### src/rtl/mc_ctrl.sv
// mc_ctrl -- multicycle control sequencer for a MIPS-subset datapath.
//
// Steps each instruction through IF, ID, EXE, MEM and WB, driving the PC, IR,
// memory, register file and the shared 2-bit-op ALU.
// Supported instructions: addu, subu, slt, ori, addi, addiu, lui, lw, sw,
// beq and j.
//
// Ports:
//   clk        in   system clock, rising edge
//   rst        in   asynchronous reset, active low
//   instr      in   memory read data; opcode/funct latched on ir_wr
//   mem_rdy    in   memory access completes this cycle
//   zero       in   ALU zero flag (beq)
//   overflow   in   ALU signed overflow (addi)
//   pc_wr      out  PC load strobe
//   pc_src     out  00 pc+4, 01 branch target, 10 jump target
//   ir_wr      out  IR load strobe
//   iord       out  memory address: 0 PC, 1 ALU result
//   mem_rd     out  memory read strobe
//   mem_wr     out  memory write strobe
//   alu_op     out  00 add, 01 sub, 10 or, 11 slt
//   alu_srcb   out  ALU B: 0 busb, 1 extended immediate
//   ext_op     out  00 zero-extend, 01 sign-extend, 10 imm<<16
//   reg_wr     out  register write strobe
//   reg_dst    out  destination: 0 rt, 1 rd
//   mem_to_reg out  write data: 0 ALU, 1 memory
//   ovf_trap   out  one-cycle pulse when addi overflows
//   illegal    out  one-cycle pulse on an unsupported encoding
//   state      out  current state (debug)
module mc_ctrl (
    input  logic        clk,
    input  logic        rst,
    input  logic [31:0] instr,
    input  logic        mem_rdy,
    input  logic        zero,
    input  logic        overflow,
    output logic        pc_wr,
    output logic [1:0]  pc_src,
    output logic        ir_wr,
    output logic        iord,
    output logic        mem_rd,
    output logic        mem_wr,
    output logic [1:0]  alu_op,
    output logic        alu_srcb,
    output logic [1:0]  ext_op,
    output logic        reg_wr,
    output logic        reg_dst,
    output logic        mem_to_reg,
    output logic        ovf_trap,
    output logic        illegal,
    output logic [2:0]  state
);

    typedef enum logic [2:0] {
        S_IF  = 3'd0,
        S_ID  = 3'd1,
        S_EXE = 3'd2,
        S_MEM = 3'd3,
        S_WB  = 3'd4
    } state_e;

    state_e     state_q, state_d;
    logic [5:0] op_q, op_d;
    logic [5:0] funct_q, funct_d;
    logic       ovf_q, ovf_d;
    // Set on the first clock edge after reset release; until then the
    // controller sits in IF with every strobe held low, so a mem_rdy
    // seen in the release cycle cannot start a fetch.
    logic       armed_q;

    // Only opcode and funct are decoded here.
    logic unused_instr_bits;
    assign unused_instr_bits = ^instr[25:6];

    // Decode of the latched opcode/funct.
    logic is_rtype, is_addu, is_subu, is_slt;
    logic is_ori, is_addi, is_addiu, is_lui, is_lw, is_sw, is_beq, is_j;
    logic is_legal;

    assign is_rtype = (op_q == 6'b000000);
    assign is_addu  = is_rtype && (funct_q == 6'b100001);
    assign is_subu  = is_rtype && (funct_q == 6'b100011);
    assign is_slt   = is_rtype && (funct_q == 6'b101010);
    assign is_ori   = (op_q == 6'b001101);
    assign is_addi  = (op_q == 6'b001000);
    assign is_addiu = (op_q == 6'b001001);
    assign is_lui   = (op_q == 6'b001111);
    assign is_lw    = (op_q == 6'b100011);
    assign is_sw    = (op_q == 6'b101011);
    assign is_beq   = (op_q == 6'b000100);
    assign is_j     = (op_q == 6'b000010);
    assign is_legal = is_addu | is_subu | is_slt | is_ori | is_addi | is_addiu |
                      is_lui | is_lw | is_sw | is_beq;

    always_ff @(posedge clk or negedge rst) begin
        if (!rst) begin
            state_q <= S_IF;
            op_q    <= '0;
            funct_q <= '0;
            ovf_q   <= 1'b0;
            armed_q <= 1'b0;
        end else begin
            state_q <= state_d;
            op_q    <= op_d;
            funct_q <= funct_d;
            ovf_q   <= ovf_d;
            armed_q <= 1'b1;
        end
    end

    always_comb begin
        state_d    = state_q;
        op_d       = op_q;
        funct_d    = funct_q;
        ovf_d      = ovf_q;
        pc_wr      = 1'b0;
        pc_src     = 2'b00;
        ir_wr      = 1'b0;
        iord       = 1'b0;
        mem_rd     = 1'b0;
        mem_wr     = 1'b0;
        alu_op     = 2'b00;
        alu_srcb   = 1'b0;
        ext_op     = 2'b00;
        reg_wr     = 1'b0;
        reg_dst    = 1'b0;
        mem_to_reg = 1'b0;
        ovf_trap   = 1'b0;
        illegal    = 1'b0;

        if (armed_q) begin
            // ALU controls are set in EXE and held through MEM/WB so the
            // ALU result (address or write-back value) stays stable.
            if (state_q == S_EXE || state_q == S_MEM || state_q == S_WB) begin
                if (is_subu || is_beq) begin
                    alu_op = 2'b01;
                end else if (is_slt) begin
                    alu_op = 2'b11;
                end else if (is_ori) begin
                    alu_op   = 2'b10;
                    alu_srcb = 1'b1;
                    ext_op   = 2'b00;
                end else if (is_addi || is_addiu || is_lw || is_sw) begin
                    alu_srcb = 1'b1;
                    ext_op   = 2'b01;
                end else if (is_lui) begin
                    alu_srcb = 1'b1;
                    ext_op   = 2'b10;
                end
            end

            case (state_q)
                S_IF: begin
                    mem_rd = 1'b1;
                    if (mem_rdy) begin
                        ir_wr   = 1'b1;
                        pc_wr   = 1'b1;
                        op_d    = instr[31:26];
                        funct_d = instr[5:0];
                        state_d = S_ID;
                    end
                end
                S_ID: begin
                    if (is_j) begin
                        pc_wr   = 1'b1;
                        pc_src  = 2'b10;
                        state_d = S_IF;
                    end else if (!is_legal) begin
                        illegal = 1'b1;
                        state_d = S_IF;
                    end else begin
                        state_d = S_EXE;
                    end
                end
                S_EXE: begin
                    ovf_d = is_addi & overflow;
                    if (is_beq) begin
                        pc_wr   = zero;
                        pc_src  = 2'b01;
                        state_d = S_IF;
                    end else if (is_lw || is_sw) begin
                        state_d = S_MEM;
                    end else begin
                        state_d = S_WB;
                    end
                end
                S_MEM: begin
                    iord   = 1'b1;
                    mem_rd = is_lw;
                    mem_wr = is_sw;
                    if (mem_rdy) begin
                        state_d = is_lw ? S_WB : S_IF;
                    end
                end
                S_WB: begin
                    reg_wr     = !(is_addi && ovf_q);
                    ovf_trap   = is_addi && ovf_q;
                    reg_dst    = is_rtype;
                    mem_to_reg = is_lw;
                    state_d    = S_IF;
                end
                default: begin
                    state_d = S_IF;
                end
            endcase
        end
    end

    assign state = state_q;

endmodule

### config.mk
export PLATFORM = sky130hd
export DESIGN_NAME = mc_ctrl
export DESIGN_NICKNAME = d
export VERILOG_FILES = /design/src/rtl/mc_ctrl.sv
export SDC_FILE = /design/constraint.sdc
export NUM_CORES = 1
export LEC_CHECK = 0
export CAP_MARGIN = 20
export CORE_MARGIN = 10
export CORE_UTILIZATION = 40
export CTS_CLUSTER_DIAMETER = 120
export DETAILED_ROUTE_END_ITERATION = 16
export GPL_TIMING_DRIVEN = 0
export PLACE_DENSITY = 0.78
export SYNTH_ARGS = -nofsm -noshare
export SYNTH_HDL_FRONTEND = slang
export SYNTH_SLANG_ARGS = --single-unit
### constraint.sdc
create_clock -name clk -period 3.3 [get_ports clk]
set_input_delay 0.99 -clock clk [delete_from_list [all_inputs] [get_ports clk]]
set_output_delay 0.99 -clock clk [all_outputs]
set_load 0.03 [all_outputs]
# Word level (Yosys, flattened, before mapping)
# Cells that the tools add are included.
dict set report classes {
  bitwise 10
  n_eq_ne 17
  n_reduce_logical 17
  n_mux 56
}
# operator n
set op_table {}
lappend op_table {{$mux 2} 16}
lappend op_table {{$mux 1} 31}
lappend op_table {{$eq 6x6->1 const B} 5}
lappend op_table {{$eq 6x4->1 const B} 4}
lappend op_table {{$mux 3} 5}
lappend op_table {{$pmux 3 s4} 1}
lappend op_table {{$or 1x1->1} 9}
lappend op_table {{$logic_or 1x1->1} 7}
lappend op_table {{$eq 3x2->1 const B} 2}
lappend op_table {{$eq 6x2->1 const B} 1}
lappend op_table {{$eq 6x3->1 const B} 1}
lappend op_table {{$logic_not 6->1} 1}
lappend op_table {{$reduce_and 3->1} 2}
lappend op_table {{$logic_and 1x1->1} 4}
lappend op_table {{$ne 2x2->1 const B} 2}
lappend op_table {{$pmux 2 s2} 1}
lappend op_table {{$eq 3x1->1 const B} 1}
lappend op_table {{$eq 3x3->1 const B} 1}
lappend op_table {{$logic_not 3->1} 1}
lappend op_table {{$pmux 1 s3} 1}
lappend op_table {{$pmux 1 s2} 1}
lappend op_table {{$reduce_and 2->1} 1}
lappend op_table {{$and 1x1->1} 1}
lappend op_table {{$logic_not 1->1} 1}
dict set report totals {
  out_inout_bits 20
  in_bits 37
  reg_bits 17
}

# Depth between registers and ports, before layout
# Gate-level depths: netlist (run 1).
dict set report logic_depth {
  word_depth 15
  depth_mapped 5
}

# Least setup slack after synthesis (run 1)
# Ideal clock, no wire load.
dict set report synth_timing {
  kind {register -> output}
  from {reg state_q[1], in the netlist state[1]}
  to {out ext_op[1]}
  stages_incl_launch_ff 6
  setup_slack_ns 0.188
  arrival_time_ns 2.122
  path_buffers 1
  path_cell_list {dfrtp_1 clkbuf_1 nand4bb_1 nand2_1 o211ai_2 nor4_1}
}
dict set report synth_between {
  elab_chain_cells 5
}
# element line
set synth_rtl {}
lappend synth_rtl {{start, declared} 62} ;# state_e state_q, state_d;
lappend synth_rtl {{start signal, assigned} 103} ;# state_q <= state_d;
lappend synth_rtl {{$eq 3x2->1} 134} ;# if (state_q == S_EXE || state_q == S_MEM || state_q == S_WB) begin
lappend synth_rtl {{$logic_or 1x1->1} 134}
lappend synth_rtl {{$logic_or 1x1->1 *} 134}
lappend synth_rtl {{$mux 2 *} 134}
lappend synth_rtl {{$mux 2 *} 131} ;# if (armed_q) begin
lappend synth_rtl {{end, declared} 45} ;# output logic [1:0] ext_op,
# Every way passes the cells marked *; elsewhere a longest branch is shown, timed or not.

# Final worst setup path (run 1)
dict set report layout_timing {
  from {in mem_rdy}
  to {out pc_wr}
}
dict set report layout_between {
  elab_chain_cells 3
}
# element line
set layout_rtl {}
lappend layout_rtl {{start, declared} 34} ;# input logic mem_rdy,
lappend layout_rtl {{$mux 1} 155} ;# if (mem_rdy) begin
lappend layout_rtl {{$pmux 1 s3} 152} ;# case (state_q)
lappend layout_rtl {{$mux 1} 131}
lappend layout_rtl {{end, declared} 37} ;# output logic pc_wr,
# Every way passes these cells.

==> results of run 1 <==
[placed cells by master, fill, tap and decap left out, types with 3 or more instances in the layout]
master	n
dfrtp_1	17
nand3_1	3
nand2b_1	5
o21ai_0	7
mux2_1	4
clkdlybuf4s50_1	21
nand2_1	10
dlymetal6s2s_1	3
buf_6	4
a21oi_1	5
dlygate4sd2_1	8
nor3_1	3
clkbuf_4	3
inv_1	5
nor2_1	8
nor4_1	4
mux2_2	8
[final timing paths]
| check | from | end | slack [ns] | cells after the start |
|---|---|---|---|---|
| max | mem_rdy | pc_wr | 0.03 | 5 |
| min | funct_q[1] | funct_q[1] | 0.53 | 1 |
| max reg2reg | op_q[5] | state[1] | 1.75 | 5 |
| min reg2reg | funct_q[1] | funct_q[1] | 0.53 | 1 |
| max in group asynchronous | rst | state[0] | 1.66 | 1 |
| min in group asynchronous | rst | op_q[3] | 1.13 | 1 |
[cell usage after synthesis, types with 2 or more instances]
cell       n
or4bb_1    2
inv_1      5
and3_1     2
nand4b_1   2
o21ai_0    7
mux2_1     4
nor3_1     3
dfrtp_1   17
nand3_1    3
nand2b_1   5
buf_6      4
nor4_1     4
clkbuf_1   2
nor2_1     8
nand3b_1   2
nand4b_2   2
mux2_2     8
a21oi_1    5
nand2_1   10
buf_2      2
[metal layers]
metal	routed length (um)	vias to the layer above	global-route usage (%)	part of all wire [%]
met5	0	-	0	0
met4	25	0	2.94	0.77
met3	208	3	3.55	6.4
met2	1620	36	21.4	50
met1	1390	512	14.6	43
li1	-	525	-	-
[logic make-up (layout without fill, tap and decap cells)]
family	count (synthesis)	in the layout	share of synthesized area (%)
other cells	1	1	0.310
compound gates	22	22	13.5
flops	17	17	35.2
simple gates	56	56	33.1
buf+inv	13	52	6.72
mux	12	12	11.2
[flip-flops by register name, indices dropped and copies added, names as in the netlist]
name,cells
ovf_q,1
funct_q,6
armed_q,1
state,3
op_q,6
[power by group through the flow]
stage / clock network (mW) / registers, mW / logic [mW]
6_report: 0.122 / 0.368 / 0.546
5_1_grt: 0.141 / 0.382 / 0.595
3_5_place_dp: 0 / 0.368 / 0.555
2_1_floorplan: 0 / 0.363 / 0.410
3_3_place_gp: 0 / 0.361 / 0.538
4_1_cts: 0.125 / 0.368 / 0.545
[timing repair]
item                       4_1_cts  5_1_grt
setup endpoints to repair       13        6
pin swaps                        0        0
cloned                           0        0
resized for setup               16        9
[layout make-up]
| type | instances | area share [%] |
|---|---|---|
| clock buffers | 3 | 1.37 |
| multi-input cells | 91 | 43.4 |
| plain buffers | 7 | 3.66 |
| inverters | 5 | 1.15 |
| flip-flops and latches | 17 | 26.0 |
| clock inverters | 1 | 0.458 |
| repair buffers | 36 | 21.7 |
| well taps | 31 | 2.37 |
==> flow_summary.ini, run 1 <==
[synthesis]
ys.warnings.count = 0
syn-cell-area_mm2 = 0.00121
syn_nets = 158
synth_top_area_share_pct = 35.2
async_flop_share_pct = 100
ys_types = 44
synth_seq_area_share_pct = 35.2
ys_ff_latch = 17
synth_top_cell_by_area = dfrtp_1
syn_area_per_cell_um2 = 10.0
synth_edf_count = 0
synth_area_leaders = dfrtp_1 (35%), mux2_2 (7.4%), buf_6 (3.7%)
ys.flop_type = dfrtp_1
postSynthCellCount = 121

[clock_network]
h-tree-depth = 1
cts-root-buf = clkbuf_4
cts_buffers = 3
post_cts_buffers = 0
numClockSinks = 17
hold_buffers = 0
clockBufferDepth = 2
path_clk_slew_ns = 0.11
clk_latency_ns = 0.31
cts_tree = done

[critical_path]
end_kind = primary output
cp_top_family = buffers and inverters
path_max_fanout = 4
crit_arrival_ns = 2.28
cp-start-kind = primary input
crit_slowest_cell = clkdlybuf4s50_1
crit_type = in -> out
critPathMaxStageDelay_ns = 0.59
crit_buf_inv = 2
cp.required_ns = 2.31
path_cells = clkdlybuf4s50_1 > a21oi_1 > o21ai_0 > nor3b_2 > clkdlybuf4s15_2

[timing]
worst_slew_pin_slew_ns = 0.803
setup_slack_ns = 0.0253
layout_min_cycle_time_ns = 3.27
fmax_mhz = 305
hold_viol_final = 0
fin_setup_tns_ns = 0
setup_violations = 0
max_slew_margin_pct = 46.3
min_period_over_period_pct = 99.2
holdWs_ns = 0.532
clock_skew_ns = 0.00846
slew_violations = 0

[placed_design]
routabilityCongestion = 0.889
pre_cts_slack_ns = -0.355
dp_cells = 188
portBuffers = 36
dp_hpwl_um = 2610
placed_area_mm2 = 0.00161

[layout]
fill_cells = 266
utilization_pct = 57.9
layout.nets = 198
layout-drive-gt1-share_pct = 23.8
final_area_mm2 = 0.00164
final_cells = 191
syn2layout_area_growth_pct = 35.5
regArea_um2 = 425
diodes = 0
multi_input_area_um2 = 711

[power_and_ir_drop]
seqPwrFrac_pct = 35.6
power_switching_uw = 444
p_per_area_mw_per_mm2 = 632
clock_power_share_pct = 11.7
combPwrFrac_pct = 52.7
peakVddDrop_mv = 0.463
p_total_mw = 1.04
p_sw_share_pct = 42.9
leakage_nw = 0.745
power.internal_uw = 591

[floorplan]
die-area_mm2 = 0.00562
core_mm2 = 0.00283
rows = 19
ios = 57
dieHeight_um = 75.0
die_w_um = 75.0
start_util_pct = 42.8

[routing]
wl_per_cell_um = 17.0
num_vias = 1076
firstDrtPassIters = 4
wirelength_um = 3250
remaining_drc_errors = 0
drtIter0Drc = 92
ant_nets = 0
avgViaCountPerCell = 5.63

[global_route]
grtUsageTotal_pct = 12.3
overflow = 0
first_global_vias = 1061
grt_max_degree = 18
grt_pass1_wl_um = 5420
antenna_found_initial = 0

[run_status]
status = finished, final reports clean

[flow_run]
maxCapViolations = 0

[hold_path]
min_path_type = reg -> reg
(Power assumes the default switching activity.)
==> run 2, diff against run 1 <==
--- a/config.mk
+++ b/config.mk
@@ -11,7 +11,8 @@
 export CTS_CLUSTER_DIAMETER = 120
 export DETAILED_ROUTE_END_ITERATION = 16
 export GPL_TIMING_DRIVEN = 0
-export PLACE_DENSITY = 0.78
+export HOLD_SLACK_MARGIN = 0.06
+export PLACE_DENSITY = 0.74
 export SYNTH_ARGS = -nofsm -noshare
 export SYNTH_HDL_FRONTEND = slang
 export SYNTH_SLANG_ARGS = --single-unit
==> run 2 against run 1 <==
Critical path depth unchanged. Register-to-register slack worse by 0.07 ns. Clock skew down 0.0059 ns. Sequential share of layout area is 0.18 points higher. Global-route usage fell by 0.80 points. Setup slack improved by 0.029 ns. Critical path type unchanged. Highest routed layer unchanged. Sequential power barely moved.
==> flow_summary.ini, run 2 (synthesis results as in run 1) <==
[run_status]
status = finished, final reports clean

[routing]
ant_nets = 0
remaining_drc_errors = 0
drtIter0Drc = 63
wl_per_cell_um = 16.2
num_vias = 1083
avgViaCountPerCell = 5.67
wirelength_um = 3090
firstDrtPassIters = 4

[global_route]
grt_max_degree = 18
grtUsageTotal_pct = 11.5
antenna_found_initial = 0
overflow = 0
grt_pass1_wl_um = 5170
first_global_vias = 1079

[timing]
rsz0062_at_grt = no
layout_min_cycle_time_ns = 3.25
min_period_over_period_pct = 98.3
setup_violations = 0
max_slew_margin_pct = 48.1
holdWs_ns = 0.559
hold_viol_final = 0
clock_skew_ns = 0.00258
worst_slew_pin_slew_ns = 0.777
fmax_mhz = 308
slew_violations = 0

[critical_path]
end_kind = primary output
worst_r2r_startpoint = op_q[2]
cp-start-kind = primary input
crit_arrival_ns = 2.26
cp.required_ns = 2.31
reg2reg_depth = 5
critPathMaxStageDelay_ns = 0.58
r2r-end = state[0]
path_max_fanout = 4
crit_type = in -> out
rrSetupSlack_ns = 1.68
cp_top_family = buffers and inverters
crit_slowest_cell = clkdlybuf4s50_1
crit_buf_inv = 2
path_cells = clkdlybuf4s50_1 > a21oi_1 > o21ai_0 > nor3b_2 > clkdlybuf4s15_2

[power_and_ir_drop]
leakage_nw = 0.703
peakVddDrop_mv = 0.349
p_per_area_mw_per_mm2 = 632

[floorplan]
die_w_um = 75.0
ios = 57
rows = 19
die-area_mm2 = 0.00562
start_util_pct = 42.8
core_mm2 = 0.00283
dieHeight_um = 75.0

[clock_network]
clk_latency_ns = 0.30
hold_buffers = 0
cts-root-buf = clkbuf_4
post_cts_buffers = 0
numClockSinks = 17
path_clk_slew_ns = 0.10
cts_buffers = 3
clockBufferDepth = 2
h-tree-depth = 1
cts_tree = done

[layout]
mostFrequentLayoutCells = clkdlybuf4s50_1 (23), dfrtp_1 (17), nand2_1 (10)
syn2layout_area_growth_pct = 34.5
utilization_pct = 57.5
multi_input_area_um2 = 711
fill_cells = 273
regArea_um2 = 425
final_common_cell = clkdlybuf4s50_1
diodes = 0
layout.nets = 198
layout-drive-gt1-share_pct = 23.8

[placed_design]
routabilityCongestion = 0.891
dp_hpwl_um = 2480
portBuffers = 36

[hold_path]
min_path_type = reg -> reg
holdCritStartpoint = ovf_q
whs_path_depth = 2
min_to = ovf_q

[flow_run]
maxCapViolations = 0
## run 2: timing repair
action,CTS,global route
hold endpoints to repair,0,0
endpoints found under the setup margin,12,7
gates cloned,0,0
gates resized for setup,16,7
## run 2: worst min-delay path, stage by stage (launching register included)
cell,delay [ns]
dfrtp_1,0.38
o21ai_0,0.09
nand2_1,0.06
## run 2: worst max path at each step
stage	start	to	slack [ns]	cells past startpoint
after floorplan	state[1]	ext_op[1]	0.19	5
after global placement	zero	pc_wr	-0.31	5
after detailed placement	mem_rdy	ir_wr	-0.32	5
after CTS	op_q[2]	ovf_trap	0.04	6
after global routing	zero	pc_wr	0.004	5
final	mem_rdy	pc_wr	0.05	5
## run 2: per-stage QoR
stage          instances  setup TNS [ns]  area, um^2  power, mW  setup slack, ns
4_1_cts              192               0        1630       1.04           0.0361
5_1_grt              191               0        1630       1.11          0.00377
6_report             191               0        1630       1.03           0.0547
3_5_place_dp         188          -0.630        1610      0.923           -0.316
3_3_place_gp         188          -0.612        1610      0.898           -0.311
2_1_floorplan        121               0        1210      0.773            0.188
## run 2: area by class of cell
type	count	area share [%]
inverter	5	1.15
multi-input combinational	91	43.7
clock buffer	3	1.38
timing repair buffer	36	21.2
sequential	17	26.1
clock inverter	1	0.461
tap	31	2.38
buffer	7	3.61
## run 2: power breakdown
part	switching (mW)	internal (mW)	total, mW
logic	0.287	0.255	0.542
registers	0.0794	0.290	0.370
clock network	0.0706	0.0462	0.117
## run 2: per-layer routing
layer | part of all wire, % | GRT usage (%)
met1 | 41 | 13.6
met2 | 50 | 19.5
met3 | 8.3 | 4.34
met4 | 0.62 | 2.52
met5 | 0 | 0
==> run 3, diff against run 2 <==
--- a/config.mk
+++ b/config.mk
@@ -8,7 +8,6 @@
 export CAP_MARGIN = 20
 export CORE_MARGIN = 10
 export CORE_UTILIZATION = 40
-export CTS_CLUSTER_DIAMETER = 120
 export DETAILED_ROUTE_END_ITERATION = 16
 export GPL_TIMING_DRIVEN = 0
 export HOLD_SLACK_MARGIN = 0.06
==> results of run 3 <==
The final DEF is identical to that of run 2; final timing and power are the same.
